==> src/rtl/uart_rx.sv <==
// rtl/uart_rx.sv - UART serial receiver with mid-bit sampling and parity/frame status
module uart_rx #(
  parameter int CLKS_PER_BIT = 16,
  parameter int DATA_BITS    = 8,
  parameter int PARITY_EN    = 1,
  parameter int PARITY_ODD   = 0
) (
  input  logic       clk,
  input  logic       rst_n,
  input  logic       rx_serial,
  output logic [7:0] rx_data,
  output logic       rx_done,
  output logic       rx_active,
  output logic       parity_error,
  output logic       frame_error
);

  localparam int CW = $clog2(CLKS_PER_BIT);
  localparam int H  = CLKS_PER_BIT / 2;

  localparam logic [2:0] S_IDLE   = 3'd0;
  localparam logic [2:0] S_START  = 3'd1;
  localparam logic [2:0] S_DATA   = 3'd2;
  localparam logic [2:0] S_PARITY = 3'd3;
  localparam logic [2:0] S_STOP   = 3'd4;
  localparam logic [2:0] S_BREAK  = 3'd5;

  logic [1:0]           sync_q;
  logic                 rxs;
  logic [2:0]           state_q, state_d;
  logic [CW-1:0]        cnt_q, cnt_d;
  logic [2:0]           bit_q, bit_d;
  logic [DATA_BITS-1:0] sh_q, sh_d;
  logic                 par_q, par_d;
  logic [7:0]           data_q, data_d;
  logic                 done_q, done_d;
  logic                 active_q, active_d;
  logic                 perr_q, perr_d;
  logic                 ferr_q, ferr_d;
  logic                 bit_tick;

  assign rxs      = sync_q[1];
  // In DATA/PARITY/STOP the counter restarts at the previous sample, so a full
  // bit time later lands on the next bit centre without accumulating drift.
  assign bit_tick = (cnt_q == CW'(CLKS_PER_BIT - 1));

  always_comb begin
    state_d = state_q;
    cnt_d   = cnt_q;
    bit_d   = bit_q;
    sh_d    = sh_q;
    par_d   = par_q;
    data_d  = data_q;
    done_d  = 1'b0;
    perr_d  = perr_q;
    ferr_d  = ferr_q;
    case (state_q)
      S_IDLE: begin
        if (!rxs) begin
          state_d = S_START;
          cnt_d   = CW'(1);
          bit_d   = 3'd0;
          par_d   = 1'b0;
        end
      end
      S_START: begin
        cnt_d = cnt_q + CW'(1);
        if (cnt_q == CW'(H)) begin
          cnt_d   = '0;
          state_d = rxs ? S_IDLE : S_DATA;
        end
      end
      S_DATA: begin
        cnt_d = bit_tick ? '0 : cnt_q + CW'(1);
        if (bit_tick) begin
          sh_d  = {rxs, sh_q[DATA_BITS-1:1]};
          par_d = par_q ^ rxs;
          bit_d = bit_q + 3'd1;
          if (bit_q == 3'(DATA_BITS - 1))
            state_d = (PARITY_EN != 0) ? S_PARITY : S_STOP;
        end
      end
      S_PARITY: begin
        cnt_d = bit_tick ? '0 : cnt_q + CW'(1);
        if (bit_tick) begin
          par_d   = par_q ^ rxs;
          state_d = S_STOP;
        end
      end
      S_STOP: begin
        cnt_d = bit_tick ? '0 : cnt_q + CW'(1);
        if (bit_tick) begin
          done_d                 = 1'b1;
          data_d                 = '0;
          data_d[DATA_BITS-1:0]  = sh_q;
          perr_d                 = (PARITY_EN != 0) ? (par_q ^ 1'(PARITY_ODD)) : 1'b0;
          ferr_d                 = ~rxs;
          state_d                = rxs ? S_IDLE : S_BREAK;
        end
      end
      S_BREAK: begin
        if (rxs) state_d = S_IDLE;
      end
      default: state_d = S_IDLE;
    endcase
    active_d = (state_d == S_START) || (state_d == S_DATA) ||
               (state_d == S_PARITY) || (state_d == S_STOP);
  end

  always_ff @(posedge clk or negedge rst_n) begin
    if (!rst_n) begin
      sync_q   <= 2'b11;
      state_q  <= S_IDLE;
      cnt_q    <= '0;
      bit_q    <= 3'd0;
      sh_q     <= '0;
      par_q    <= 1'b0;
      data_q   <= 8'd0;
      done_q   <= 1'b0;
      active_q <= 1'b0;
      perr_q   <= 1'b0;
      ferr_q   <= 1'b0;
    end else begin
      sync_q   <= {sync_q[0], rx_serial};
      state_q  <= state_d;
      cnt_q    <= cnt_d;
      bit_q    <= bit_d;
      sh_q     <= sh_d;
      par_q    <= par_d;
      data_q   <= data_d;
      done_q   <= done_d;
      active_q <= active_d;
      perr_q   <= perr_d;
      ferr_q   <= ferr_d;
    end
  end

  assign rx_data      = data_q;
  assign rx_done      = done_q;
  assign rx_active    = active_q;
  assign parity_error = perr_q;
  assign frame_error  = ferr_q;

endmodule

==> config.mk <==
export PLATFORM = sky130hd
export DESIGN_NAME = uart_rx
export DESIGN_NICKNAME = d
export VERILOG_FILES = /design/src/rtl/uart_rx.sv
export SDC_FILE = /design/constraint.sdc
export NUM_CORES = 1
export LEC_CHECK = 0
export ABC_AREA = 1
export ABC_CLOCK_PERIOD_IN_PS = 1300
export CORE_MARGIN = 8
export CORE_UTILIZATION = 28
export CTS_CLUSTER_SIZE = 40
export DETAILED_ROUTE_END_ITERATION = 8
export HOLD_SLACK_MARGIN = 0.05
export SKIP_CTS_REPAIR_TIMING = 1
export SYNTH_ARGS = -nofsm -noshare
export SYNTH_HDL_FRONTEND = slang
export SYNTH_SLANG_ARGS = --single-unit
==> constraint.sdc <==
create_clock -name clk -period 1.3 [get_ports clk]
set_clock_uncertainty 0.05 [all_clocks]
set_input_delay 0.26 -clock clk [delete_from_list [all_inputs] [get_ports clk]]
set_output_delay 0.26 -clock clk [all_outputs]
set_load 0.01 [all_outputs]
==> results.txt <==
- The mapped netlist covers 0.00158 sq mm.
- Area overhead of the layout relative to synthesis: 39.4%
- The worst register-to-register path begins at cnt_q[0].
* Die height: 91.1 um
* Detailed-route via count: 1188
- Max frequency: 0.681 GHz
* LEAKAGE: 1.30 nW
- The number of nets in the synthesized netlist is 170.
* Register clock-pin slew on the reported worst setup and hold paths: 0.07 ns
* Number of CTS-inserted buffers: 5
- Main area contributors after synthesis: sky130_fd_sc_hd__dfrtp_1 (49%), sky130_fd_sc_hd__nand2_1 (6.4%), sky130_fd_sc_hd__inv_1 (5.7%), sky130_fd_sc_hd__o21ai_2 (3.9%), sky130_fd_sc_hd__nor2_1 (3.8%)
- EDFF count, synth: 0
* Least-Margin Pin Slew: 0.240 ns
* Worst hold path class: primary input to asynchronous set/reset pin
* Endpoint type of the worst setup path: flop
- Filler Cell Count: 552
- In this run, placement finished with an instance count of 271.
- Kind of cell with the highest combined delay on the critical path: flip-flops
- Setup violations remaining at the end of the flow were counted as 28.
- Horizontal extent of the die: 91.1 um
- The repair_antennas step left the layout with diodes totalling 0.
* Most frequent cells after synthesis: sky130_fd_sc_hd__dfrtp_1 (31), sky130_fd_sc_hd__nand2_1 (27), sky130_fd_sc_hd__inv_1 (24), sky130_fd_sc_hd__nor2_1 (16), sky130_fd_sc_hd__nand3_1 (11)
* Initial cell density of the core: 28.9%
* Via count normalized by instance count: 4.24
* Internal power consumption: 0.00194 W
- A synthesized cell averages 9.69 sq um.
- Post-synthesis share of cell area spent on xor and xnor gates: 1.11%
* Area of the die: 0.00830 sq mm
- Share of total power in combinational logic: 32.6%
- Final count of hold timing violations: 0
- Maximum clock path buffer count: 2
- sky130_fd_sc_hd__dfrtp_1 takes more of the synthesized area than any other cell.
* Initial antenna violation count: 0
- Net switching is 34.6% of the power.
- For this design the ratio of total power to cell area is 1340 mW/mm^2.
- The clock network accounts for 25.6% of the total power.
- The worst path in the final design needs a cycle of 1.47 ns, including I/O delays and setup.
- Portion of netlist area occupied by mux cells: 2.85%
- Number of cells on the critical path: 4
- The clock reaches the later pin of the worst-skew pair after 0.28 ns.
- The worst pin sits at a relative slew slack of 84.0%.
- The post-route netlist has 38.0% of its cells at a drive strength greater than 1.
- Number of DRC violations after detailed routing: 0
- Startpoint of the most critical setup path: cnt_q[0]
* Top fanout value on the critical path: 7
* Number of instances in the synthesized netlist: 163
- The most common cell in the synthesized netlist is sky130_fd_sc_hd__dfrtp_1.
* Adder-cell area share of the yosys netlist: 3.17%
* Portion of the post-synthesis area used by sequential elements: 52.4%
- Global routing usage summed across all routing layers: 7.82%
- In this run the clock root is driven by a sky130_fd_sc_hd__clkbuf_8.
- After synthesis, the largest family of logic cells by area is simple AND/OR/NAND/NOR gates.
- Post-synthesis simple-gate area fraction: 20.2%
- Seq cells post-synth: 33
- GR Overflow Total: 0
* Most common flop cell mapped by yosys: sky130_fd_sc_hd__dfrtp_1
* Worst slack at placement: -0.180 ns
- The number of pins exceeding their max-slew limit in the final report was 0.
- Top-area cell type share of the netlist area: 49.1%
- The tree built by TritonCTS fans out to 33 sinks.
* Pre-Repair DR Iteration Count: 4
- For this run, the number of Yosys warnings is 0.
- The count of nets left with antenna violations once routing finished came out at 0.
* Worst flop-to-flop path endpoint: parity_error
- Capturing instance or port of the critical path: parity_error
- Final clock period utilization by the worst path: 113%
* Run status: complete, but fails checks
* Total number of nets in the final design: 214
- Across all setup checks in the final design, the least slack found is -0.169 ns.
* Count of max-cap constraint violations: 0
* Asr flop ratio synth: 100%
- Violations in the final reports: setup timing
- The largest individual stage delay along the critical path comes from the cell sky130_fd_sc_hd__dfrtp_1.
* Number of buffer and inverter stages on the critical path: 0
- Unrepaired setup endpoints after global routing: true
- Register share of total power: 41.9%
* Synth Area in Compound Gates: 11.8%
- The worst setup path is of the flop to flop kind.
- The congestion estimate from routability-driven global placement came to 0.865.
* Arr. time, crit path: 1.59 ns
- Pin count of the biggest net entering global routing: 34
- The floorplan step defined a core boundary enclosing 0.00547 sq mm.
* First-pass GRT wire length: 5300 um
* Maximum level of the CTS H-tree: 2
- The finished layout holds 280 standard cells, fillers aside.
* HPWL after DPL: 2290 um
- For this block, the initial DRC count from the detailed router was 37.
- Walking the worst path, the cells encountered are ha_4 > nand3_4 > nor2_8 > mux2_4.
- Clock tree from TritonCTS: done
- Required time of the critical path: 1.42 ns
* Highest ir drop seen on vdd: 0.604 mV
- Startpoint type of the worst setup path: flop
- Dividing the detail-routed wire length by the instance count gives 11.3 um.
- Detailed-route wire length: 3170 um
- Across all register-to-register paths, the minimum setup slack is -0.17 ns.
* Vias in the first global route: 1140
- On the worst path, the slowest cell contributes a delay of 0.42 ns.
- Number of distinct library cell variants in the gate-level netlist after synthesis: 30
- Measured in cells, the most critical reg-to-reg path has a length of 4.
- The analysis attributes to net switching a power of 0.00103 W.
- During I/O placement, the number of pins put on the boundary was 15.
* Site Rows: 27
* I/O Buffers: 14
[cells in the final DEF, fill, tap and decap left out, drive strengths merged]
master and n:
dfrtp 31, nand2 30, inv 27, buf 25, nor2 20, dlymetal6s2s 12
nand3 12, o21ai 12, a21oi 7, clkbuf 5, mux2 4, ha 4
nand4 2, a22o 2, xor2 2, o211ai 2, clkinv 2, clkdlybuf4s50 2
dfstp 2, nor3 1, o31ai 1, a22oi 1, o22ai 1, clkinvlp 1
[state kept, by name, indices dropped and copies added (netlist names)]
signal        count
sh_q              8
frame_error       1
parity_error      1
rx_done           1
cnt_q             4
sync_q            2
state_q           3
bit_q             3
rx_data           8
par_q             1
rx_active         1
[layer usage]
metal	track usage (%)	wire length, um
met4	4.09	62
met5	0	0
met2	12.3	1480
met3	2.88	156
met1	9.14	1470
[metrics by stage]
step           setup TNS [ns]  hold WS [ns]  cell area, sq um  total power (W)  utilization, %
6_report                -2.33         0.279              2200          0.00296            40.3
2_1_floorplan          -0.537       -0.0856              1590          0.00179               -
3_5_place_dp            -2.75         0.299              1980          0.00215            36.3
5_1_grt                 -4.74         0.294              2200          0.00315            40.3
4_1_cts                 -5.60         0.285              2070          0.00293            37.8
3_3_place_gp            -2.10         0.298              1980          0.00213            36.3
[power by group through the flow]
stage          sequential, W  combinational (W)  clock, W
2_1_floorplan        0.00127           0.000523         0
3_3_place_gp         0.00125           0.000885         0
3_5_place_dp         0.00125           0.000896         0
4_1_cts              0.00123           0.000901  0.000793
5_1_grt              0.00125            0.00107  0.000826
6_report             0.00124           0.000964  0.000757
[cell type report]
cell class                 instances  area (sq um)  area share (%)
clock buffer                       5          68.8            3.12
inverter                          27           106            4.83
tap                               72          90.1            4.09
multi-input combinational        101           709            32.2
sequential                        33           830            37.6
timing repair buffer              39           382            17.3
clock inverter                     3          17.5           0.795
[worst min path at each step]
stage / start / endpoint / slack, ns / cells after the start
after floorplan: rst_n / bit_q[0] / -0.09 / 0
after global placement: sync_q[0] / sync_q[1] / 0.30 / 0
after detailed placement: sync_q[0] / sync_q[1] / 0.30 / 0
after CTS: rst_n / cnt_q[2] / 0.29 / 2
after global routing: rst_n / cnt_q[2] / 0.29 / 2
final: rst_n / cnt_q[2] / 0.28 / 2
[cells by family (layout without fill, tap and decap cells)]
family / after synthesis / after routing
adder cells (fa/ha/maj): 4 / 4
AND/OR/NAND/NOR: 65 / 65
multiplexers: 4 / 4
XOR/XNOR: 2 / 2
buffers and inverters: 29 / 74
flip-flops: 33 / 33
AO/OA/AOI/OAI: 26 / 26
No activity file was read; power rests on OpenSTA's default activity.
